**src/rtl/if_fetch_pkg.sv**
```systemverilog
// if_fetch_pkg
//   Shared definitions for the instruction-fetch / next-PC stage.
//   - DEF_* : default values for the stage parameters
//   - fetch_state_e : stage FSM states (BOOT, RUN)
//   - fb_entry_t : one fetch-buffer entry {instr, pc4} at the default widths
package if_fetch_pkg;

  localparam int unsigned DEF_PC_W     = 10;
  localparam int unsigned DEF_INSTR_W  = 32;
  localparam int unsigned DEF_PC_STEP  = 4;
  localparam int unsigned DEF_RESET_PC = 0;
  localparam int unsigned DEF_FB_DEPTH = 2;

  typedef enum logic {
    BOOT = 1'b0,
    RUN  = 1'b1
  } fetch_state_e;

  typedef struct packed {
    logic [DEF_INSTR_W-1:0] instr;
    logic [DEF_PC_W-1:0]    pc4;
  } fb_entry_t;

endpackage

```
**src/rtl/if_fetch_buffer.sv**
```systemverilog
// if_fetch_buffer
//   Small synchronous FIFO holding fetched {instr, pc4} entries for decode.
//   Head is read combinationally so a pushed entry is visible the cycle
//   after the push. When empty, the head outputs hold the last head seen.
// Ports:
//   clock, reset_n   : clock, asynchronous active-low reset
//   push, push_data  : write one entry (ignored when full or flushing)
//   pop              : remove head entry (ignored when empty)
//   flush            : discard all entries at the clock edge (after pop)
//   occupancy        : number of stored entries
//   empty            : occupancy == 0
//   head_data        : current head entry (last head when empty)
module if_fetch_buffer
  import if_fetch_pkg::*;
#(
  parameter int unsigned DATA_W = DEF_INSTR_W + DEF_PC_W,
  parameter int unsigned DEPTH  = DEF_FB_DEPTH,
  localparam int unsigned AW    = $clog2(DEPTH)
) (
  input  logic              clock,
  input  logic              reset_n,
  input  logic              push,
  input  logic [DATA_W-1:0] push_data,
  input  logic              pop,
  input  logic              flush,
  output logic [AW:0]       occupancy,
  output logic              empty,
  output logic [DATA_W-1:0] head_data
);

  logic [DATA_W-1:0] mem [DEPTH];

  logic [AW-1:0]     rd_ptr_q, rd_ptr_d;
  logic [AW-1:0]     wr_ptr_q, wr_ptr_d;
  logic [AW:0]       count_q, count_d;
  logic [DATA_W-1:0] last_head_q, last_head_d;
  logic              push_ok, pop_ok;

  assign empty     = (count_q == '0);
  assign occupancy = count_q;
  assign pop_ok    = pop & ~empty;
  assign push_ok   = push & ~flush & (count_q != (AW+1)'(DEPTH));
  assign head_data = empty ? last_head_q : mem[rd_ptr_q];

  always_comb begin
    rd_ptr_d    = rd_ptr_q + AW'(pop_ok);
    wr_ptr_d    = wr_ptr_q + AW'(push_ok);
    count_d     = count_q + (AW+1)'(push_ok) - (AW+1)'(pop_ok);
    last_head_d = empty ? last_head_q : mem[rd_ptr_q];
    if (flush) begin
      // Pointers realign on the post-pop read pointer so the storage
      // slot order keeps rotating naturally.
      wr_ptr_d = rd_ptr_d;
      count_d  = '0;
    end
  end

  always_ff @(posedge clock or negedge reset_n) begin
    if (!reset_n) begin
      rd_ptr_q    <= '0;
      wr_ptr_q    <= '0;
      count_q     <= '0;
      last_head_q <= '0;
    end else begin
      rd_ptr_q    <= rd_ptr_d;
      wr_ptr_q    <= wr_ptr_d;
      count_q     <= count_d;
      last_head_q <= last_head_d;
    end
  end

  // Storage needs no reset: it is only read while count_q is non-zero.
  always_ff @(posedge clock) begin
    if (push_ok) begin
      mem[wr_ptr_q] <= push_data;
    end
  end

endmodule

```
**src/rtl/if_fetch_npc_stage.sv**
```systemverilog
// if_fetch_npc_stage
//   Instruction-fetch stage sitting in front of the PC register. Produces
//   the next PC every cycle, issues instruction-memory reads at pc_in,
//   buffers returned instructions with their PC+step and hands them to
//   decode over a valid/ready handshake. Redirects flush buffered and
//   in-flight fetches.
// Optional feature macro: IF_FETCH_PERF_CNT_EN (adds perf_fetched and
//   perf_redirects saturating 16-bit counters).
// Ports:
//   clock, reset_n           : clock, asynchronous active-low reset
//   pc_in / npc_out          : PC register output / next value it loads
//   imem_req/addr/gnt        : read request, address (= pc_in), same-cycle grant
//   imem_rvalid/rdata        : read data, one cycle after a grant
//   redirect_valid/target    : taken branch/jump pulse and destination
//   id_valid/ready/instr/pc4 : fetch-buffer head towards decode
module if_fetch_npc_stage
  import if_fetch_pkg::*;
#(
  parameter int unsigned PC_W     = DEF_PC_W,
  parameter int unsigned INSTR_W  = DEF_INSTR_W,
  parameter int unsigned PC_STEP  = DEF_PC_STEP,
  parameter int unsigned RESET_PC = DEF_RESET_PC,
  parameter int unsigned FB_DEPTH = DEF_FB_DEPTH
) (
  input  logic               clock,
  input  logic               reset_n,
  input  logic [PC_W-1:0]    pc_in,
  output logic [PC_W-1:0]    npc_out,
  output logic               imem_req,
  output logic [PC_W-1:0]    imem_addr,
  input  logic               imem_gnt,
  input  logic               imem_rvalid,
  input  logic [INSTR_W-1:0] imem_rdata,
  input  logic               redirect_valid,
  input  logic [PC_W-1:0]    redirect_target,
  output logic               id_valid,
  input  logic               id_ready,
  output logic [INSTR_W-1:0] id_instr,
  output logic [PC_W-1:0]    id_pc4
`ifdef IF_FETCH_PERF_CNT_EN
  ,
  output logic [15:0]        perf_fetched,
  output logic [15:0]        perf_redirects
`endif
);

  localparam int unsigned AW      = $clog2(FB_DEPTH);
  localparam int unsigned ENTRY_W = INSTR_W + PC_W;

  fetch_state_e state_q, state_d;

  logic            inflight_q, inflight_d;
  logic [PC_W-1:0] inflight_pc_q, inflight_pc_d;
  logic            drop_q, drop_d;

  logic [AW:0]        occupancy;
  logic               fb_empty;
  logic [ENTRY_W-1:0] head_data;
  logic [ENTRY_W-1:0] push_data;
  logic               push, pop, grant, redirect_fire, credit_ok;
  logic [AW+1:0]      demand, supply;

  assign imem_addr = pc_in;

  assign id_valid = (state_q == RUN) & ~fb_empty;
  assign pop      = id_valid & id_ready;
  assign id_instr = head_data[ENTRY_W-1:PC_W];
  assign id_pc4   = head_data[PC_W-1:0];

  // Credit check: occupancy + inflight - pop < FB_DEPTH, rearranged so no
  // subtraction can underflow.
  assign demand    = {1'b0, occupancy} + (AW+2)'(inflight_q);
  assign supply    = (AW+2)'(FB_DEPTH) + (AW+2)'(pop);
  assign credit_ok = (demand < supply);

  // FSM and next-PC mux
  always_comb begin
    state_d       = state_q;
    imem_req      = 1'b0;
    redirect_fire = 1'b0;
    npc_out       = PC_W'(RESET_PC);
    case (state_q)
      BOOT: begin
        // PC register has no reset; this cycle loads RESET_PC into it.
        state_d = RUN;
      end
      RUN: begin
        redirect_fire = redirect_valid;
        imem_req      = ~redirect_valid & credit_ok;
        if (redirect_valid) begin
          npc_out = redirect_target;
        end else if (imem_req & imem_gnt) begin
          npc_out = pc_in + PC_W'(PC_STEP);
        end else begin
          npc_out = pc_in;
        end
      end
    endcase
  end

  assign grant = imem_req & imem_gnt;

  // A response is kept only if it belongs to a live request and no
  // redirect arrives alongside it.
  assign push      = imem_rvalid & inflight_q & ~drop_q & ~redirect_fire;
  assign push_data = {imem_rdata, inflight_pc_q + PC_W'(PC_STEP)};

  // In-flight / drop tracking
  always_comb begin
    inflight_d    = inflight_q;
    inflight_pc_d = inflight_pc_q;
    drop_d        = drop_q;
    if (imem_rvalid) begin
      inflight_d = 1'b0;
      drop_d     = 1'b0;
    end else if (redirect_fire && inflight_q) begin
      drop_d = 1'b1;
    end
    // A new grant can coincide with the previous response (back-to-back).
    if (grant) begin
      inflight_d    = 1'b1;
      inflight_pc_d = pc_in;
      drop_d        = 1'b0;
    end
  end

  always_ff @(posedge clock or negedge reset_n) begin
    if (!reset_n) begin
      state_q       <= BOOT;
      inflight_q    <= 1'b0;
      inflight_pc_q <= '0;
      drop_q        <= 1'b0;
    end else begin
      state_q       <= state_d;
      inflight_q    <= inflight_d;
      inflight_pc_q <= inflight_pc_d;
      drop_q        <= drop_d;
    end
  end

  if_fetch_buffer #(
    .DATA_W (ENTRY_W),
    .DEPTH  (FB_DEPTH)
  ) u_fetch_buffer (
    .clock     (clock),
    .reset_n   (reset_n),
    .push      (push),
    .push_data (push_data),
    .pop       (pop),
    .flush     (redirect_fire),
    .occupancy (occupancy),
    .empty     (fb_empty),
    .head_data (head_data)
  );

`ifdef IF_FETCH_PERF_CNT_EN
  logic [15:0] perf_fetched_q, perf_fetched_d;
  logic [15:0] perf_redirects_q, perf_redirects_d;

  always_comb begin
    perf_fetched_d   = perf_fetched_q;
    perf_redirects_d = perf_redirects_q;
    if (push && (perf_fetched_q != 16'hFFFF)) begin
      perf_fetched_d = perf_fetched_q + 16'd1;
    end
    if (redirect_fire && (perf_redirects_q != 16'hFFFF)) begin
      perf_redirects_d = perf_redirects_q + 16'd1;
    end
  end

  always_ff @(posedge clock or negedge reset_n) begin
    if (!reset_n) begin
      perf_fetched_q   <= '0;
      perf_redirects_q <= '0;
    end else begin
      perf_fetched_q   <= perf_fetched_d;
      perf_redirects_q <= perf_redirects_d;
    end
  end

  assign perf_fetched   = perf_fetched_q;
  assign perf_redirects = perf_redirects_q;
`endif

endmodule

```
**config.mk**
```make
export PLATFORM = sky130hd
export DESIGN_NAME = if_fetch_npc_stage
export DESIGN_NICKNAME = d
export VERILOG_FILES = /design/src/rtl/if_fetch_pkg.sv /design/src/rtl/if_fetch_buffer.sv /design/src/rtl/if_fetch_npc_stage.sv
export SDC_FILE = /design/constraint.sdc
export NUM_CORES = 1
export LEC_CHECK = 0
export ABC_AREA = 1
export BUFFER_PORTS_ARGS = -buffer_cell sky130_fd_sc_hd__buf_2
export CORE_UTILIZATION = 50
export CTS_BUF_LIST = sky130_fd_sc_hd__clkbuf_8
export DETAILED_ROUTE_END_ITERATION = 6
export GPL_ROUTABILITY_DRIVEN = 0
export PLACE_DENSITY = 0.74
export SYNTH_ARGS = -nofsm -noshare
export SYNTH_HDL_FRONTEND = slang
export SYNTH_SLANG_ARGS = --single-unit
```
**constraint.sdc**
```tcl
create_clock -name clock -period 3.9 [get_ports clock]
set_input_delay 0.195 -clock clock [delete_from_list [all_inputs] [get_ports clock]]
set_output_delay 0.195 -clock clock [all_outputs]
set_load 0.02 [all_outputs]
```
# Word level (Yosys, flattened, before mapping)

Memories as Yosys holds them, arrays and structs flattened.
Index checks and enable logic that the tools add are counted.

Reduce and logical (&&, ||, !) cells: 4
Bitwise logic cells: 15
Eq/ne operators: 1
Muxes and demuxes: 15
$add $sub $neg: 8
Magnitude comparators: 1

Operators by type and width:

| cell                  | count |
|---|---|
| $mux 42               | 1 |
| $mux 10               | 3 |
| $add 10x3->10 const B | 2 |
| $and 1x1->1           | 11 |
| $mux 1                | 10 |
| $not 1->1             | 4 |
| $add 2x1->3           | 1 |
| $add 2x1->3 const A   | 1 |
| $lt 3x3->1            | 1 |
| $reduce_bool 3->1     | 1 |
| $add 1x1->1           | 2 |
| $add 2x1->2           | 1 |
| $logic_not 2->1       | 1 |
| $mux 2                | 1 |
| $ne 2x2->1 const B    | 1 |
| $reduce_bool 2->1     | 1 |
| $sub 2x1->2           | 1 |
| $logic_and 1x1->1     | 1 |

Bits of input ports: 58
Register bits: 59
Memories: 1
Logic and storage cells: 53
Bits in writable memories: 84
Output and inout bits: 64

Memories:

| memory             | depth | width | rd ports | clocked after Yosys merged registers in | wr ports | line                  | RTL |
|---|---|---|---|---|---|---|---|
| u_fetch_buffer.mem | 2     | 42    | 1        | 0                                       | 1        | if_fetch_buffer.sv:31 | `logic [DATA_W-1:0] mem [DEPTH];` |

# Longest topological paths before layout

Depth in word-level cells: 11
Gate-level depth with buffers: 11
Gate-level depth less buffers: 11

# Hierarchy

A second synthesis with hierarchy kept.

Cells, all modules: 529
Area total of the unflattened synthesis: 5997.0 um^2

By module, submodules not included:

| module             | area each (um^2) | cells an instance | sequential area each (um^2) | times used |
|---|---|---|---|---|
| if_fetch_buffer    | 4707.0           | 348               | 3673.5                      | 1 |
| if_fetch_npc_stage | 1290.0           | 181               | 325.3                       | 1 |

# Worst setup path before layout

No wires, ideal clock.

Kind: register to register
Start point: reg state_q
End point: mem u_fetch_buffer.mem[1][0] (netlist name) (enable)
Path buffers: 1
Required time: 3.496 ns
Period minus slack after synthesis: 2.360 ns
Stages on the path, launching flop included: 6
Slack: 1.540 ns
Library setup time: 0.404 ns
Arrival time: 1.956 ns
Cells stage by stage: dfrtp_1 > buf_2 > nand2_1 > nand4_1 > a21oi_1 > ha_1

Cells in the longest elaborated chain, start to end: 7

Ends and longest elaborated chain:

| item                             | line                                             | RTL |
|---|---|---|
| start, declared                  | if_fetch_npc_stage.sv:50                         | `fetch_state_e state_q, state_d;` |
| start signal, assigned           | if_fetch_npc_stage.sv:134                        | `state_q <= state_d;` |
| $mux 1 (*)                       | if_fetch_npc_stage.sv:82                         | `case (state_q)` |
| $not 1->1 (*)                    | if_fetch_buffer.sv:42, if_fetch_npc_stage.sv:105 |  |
| $and 1x1->1                      | if_fetch_npc_stage.sv:105                        | `assign push = imem_rvalid & inflight_q & ~drop_q & ~redirect_fire;` |
| $and 1x1->1 (*) (2 in a row)     | if_fetch_buffer.sv:42                            | `assign push_ok = push & ~flush & (count_q != (AW+1)'(DEPTH));` |
| $mux 1 (*)                       | if_fetch_buffer.sv:74                            | `if (push_ok) begin` |
| $mux 1 (not written as such) (*) | if_fetch_buffer.sv:75                            | `mem[wr_ptr_q] <= push_data;` |
| end, declared                    | if_fetch_buffer.sv:31                            |  |

Every way passes the cells marked *; elsewhere a longest branch is shown, timed or not.

# Final worst setup path

Start point: reg u_fetch_buffer.count_q[1], in the netlist u_fetch_buffer.occupancy[1]
End point: out id_pc4[1]

Cells in the longest elaborated chain, start to end: 2

Ends and longest elaborated chain:

| item                   | line                     | RTL |
|---|---|---|
| start, declared        | if_fetch_buffer.sv:35    | `logic [AW:0] count_q, count_d;` |
| start signal, assigned | if_fetch_buffer.sv:67    | `count_q <= count_d;` |
| $logic_not 2->1        | if_fetch_buffer.sv:39    | `assign empty = (count_q == '0);` |
| $mux 42                | n/a                      |  |
| end, declared          | if_fetch_npc_stage.sv:39 | `output logic [PC_W-1:0] id_pc4` |

No other way between the ends.

==> flow_summary.ini <==
[worst_setup_path]
cp-end-kind = output port
critPathArrivalTime_ns = 2.51
crit_required_ns = 3.70
critPathKind = reg2out
path_max_fanout = 44
critPathLaunchType = flop

[sta]
period_needed_ns = 2.71
fin_skew_ns = 0.0105
setup_violations = 0
worstMarginPinSlew_ns = 1.04
slew_headroom = 0.306
slew_viol_final = 0
finalCritPeriodShare = 0.694
hold_ws_ns = 0.0649
hold_viol = 0
rsz0062_at_grt = false
fmax_ghz = 0.369
tns_ns = 0

[floorplan]
dieArea_um2 = 12100
start_util = 0.512
core-area_um2 = 11400
num_rows = 39
io_pins = 122
die_h_um = 110
die_w_um = 110

[detailed_routing]
drc_errors = 0
num_vias = 4211
via_per_inst = 5.17
drtIter0Drc = 221
totalWireLength_um = 12300
dr.pass1.iters = 4
wire_per_inst_um = 15.1
antenna_left = 0

[power]
leakagePower_nw = 3.09
peakVddDrop_uv = 487
power_mw = 5.75
powerDensity_nw_per_um2 = 789

[placed_design]
io_buffer_count = 121
place_area_um2 = 6470
hpwl_um = 7680
place_inst = 748

[cts]
cts_buffers = 17
ctsHtreeMaxLevel = 4
clock_path_buffers = 2
cts_tree = yes
cts_resized = 0
clk_latency_ns = 0.43
clock_sinks = 143
cts_root_buffer = clkbuf_8
clkTransAtPathRegs_ns = 0.08
cts_setup_buffers = 0

[synthesis]
synthFlopType = edfxtp_1
synth_area_leaders = edfxtp_1 43%, dfrtp_1 25%, a21oi_1 8.0%
synth_top_area_cell = edfxtp_1
synthCells = 516
synth_edf_count = 84
syn_nets = 582
ys_ff_latch = 143
yosys_warnings = 0
yosys.area.top_type_share = 0.431
yosysSeqAreaShare = 0.683
async_reset_ff_frac = 0.413
yosysUniqueCellTypes = 25
syn-cell-area_um2 = 5850
avgSynthCellArea_um2 = 11.3

[grt]
grt_use_total = 0.217
grt_max_degree = 45
gr-total-overflow = 0
grt_pass1_wl_um = 19300
antenna_found_initial = 0
grt_pass1_vias = 4098

[final_layout]
final_net_count = 724
final_cell_area_um2 = 7280
final_cell_mix = 121 x buf_2, 93 x a21oi_1, 84 x edfxtp_1
stdcell_count = 814
layout-drive-gt1-share = 0.282
mostFrequentLayoutCell = buf_2
area_growth_pct = 24.4
diodes = 0

[job]
max-cap-violations = 0

[run_status]
outcome = finished, final reports clean

[worst_hold_path]
min_path_type = in2reg
-- Yosys cell counts, types with 2 or more instances --
library cell / instances
a21oi_1: 93
edfxtp_1: 84
nand2_1: 83
dfrtp_1: 59
nor2_1: 58
inv_1: 20
clkbuf_1: 19
nand4_1: 12
buf_4: 11
nand2_2: 10
nand3_1: 10
inv_2: 9
o21ai_2: 9
ha_1: 8
o21ai_0: 7
xnor2_1: 5
xor2_1: 5
o21ai_1: 4
buf_2: 3
buf_6: 2
-- worst paths after layout --
kind                       cells past startpoint  slack, ns                              to                        start
max in group asynchronous                      3       2.69                inflight_pc_q[3]                      reset_n
max                                            7       1.19                       id_pc4[1]  u_fetch_buffer.occupancy[1]
min reg2reg                                    0       0.51        u_fetch_buffer.mem[0][0]             inflight_pc_q[0]
min                                            3       0.06                inflight_pc_q[0]                     pc_in[0]
min in group asynchronous                      2       0.30  u_fetch_buffer.last_head_q[28]                      reset_n
max reg2reg                                    8       1.56                inflight_pc_q[9]                   inflight_q
-- per-stage QoR --
step	util	worst slack, ns
final	0.638	1.19
after global routing	0.638	0.993
after CTS	0.638	1.18
after detailed placement	0.567	1.56
after global placement	0.567	1.65
after floorplan	-	1.54
-- cell type report --
class	count	area, um^2
flip-flops and latches	143	4000
clock inverters	15	233
fillers	848	4140
repair buffers	158	968
clock buffers	17	234
well taps	143	179
multi-input cells	309	1560
inverters	29	109
-- flip-flops by register name, indices dropped and copies added (netlist names) --
signal / count
drop_q: 1
inflight_pc_q: 10
inflight_q: 1
state_q: 1
u_fetch_buffer.last_head_q: 42
u_fetch_buffer.mem: 84
u_fetch_buffer.occupancy: 2
u_fetch_buffer.rd_ptr_q: 1
u_fetch_buffer.wr_ptr_q: 1
-- critical path: stages, from the launching register on --
cell	delay [ns]
dfrtp_1	0.44
inv_2	0.09
nand2_4	0.27
inv_2	0.15
buf_4	0.42
a21oi_1	0.10
a21oi_1	0.36
buf_2	0.24
-- kinds of logic after synthesis --
| logic type | count (synthesis) | share of synthesized area |
|---|---|---|
| AND/OR/NAND/NOR | 177 | 0.130 |
| flip-flops | 143 | 0.683 |
| AO/OA/AOI/OAI | 113 | 0.102 |
| buffers and inverters | 64 | 0.0513 |
| XOR/XNOR | 10 | 0.0150 |
| adder cells (fa/ha/maj) | 8 | 0.0171 |
| other | 1 | 0.000641 |
-- report_power, final --
| part | internal [mW] | switching (mW) | total (mW) | leakage, nW |
|---|---|---|---|---|
| logic | 0.684 | 1.58 | 2.27 | 1.43 |
| clock network | 0.770 | 0.567 | 1.34 | 0.220 |
| registers | 2.00 | 0.144 | 2.14 | 1.44 |
| total | 3.45 | 2.29 | 5.75 | 3.09 |
-- layer usage --
layer	track usage	wire [um]
met4	0.0987	263
met5	0	0
met2	0.368	6180
met3	0.0588	662
met1	0.260	5150
-- timing repair --
action | in CTS | in global routing
hold buffers | 34 | 0
endpoints found under the hold margin | 90 | 0
endpoints found under the setup margin | 0 | 0
Note: power is estimated with default switching activity, not from simulation.
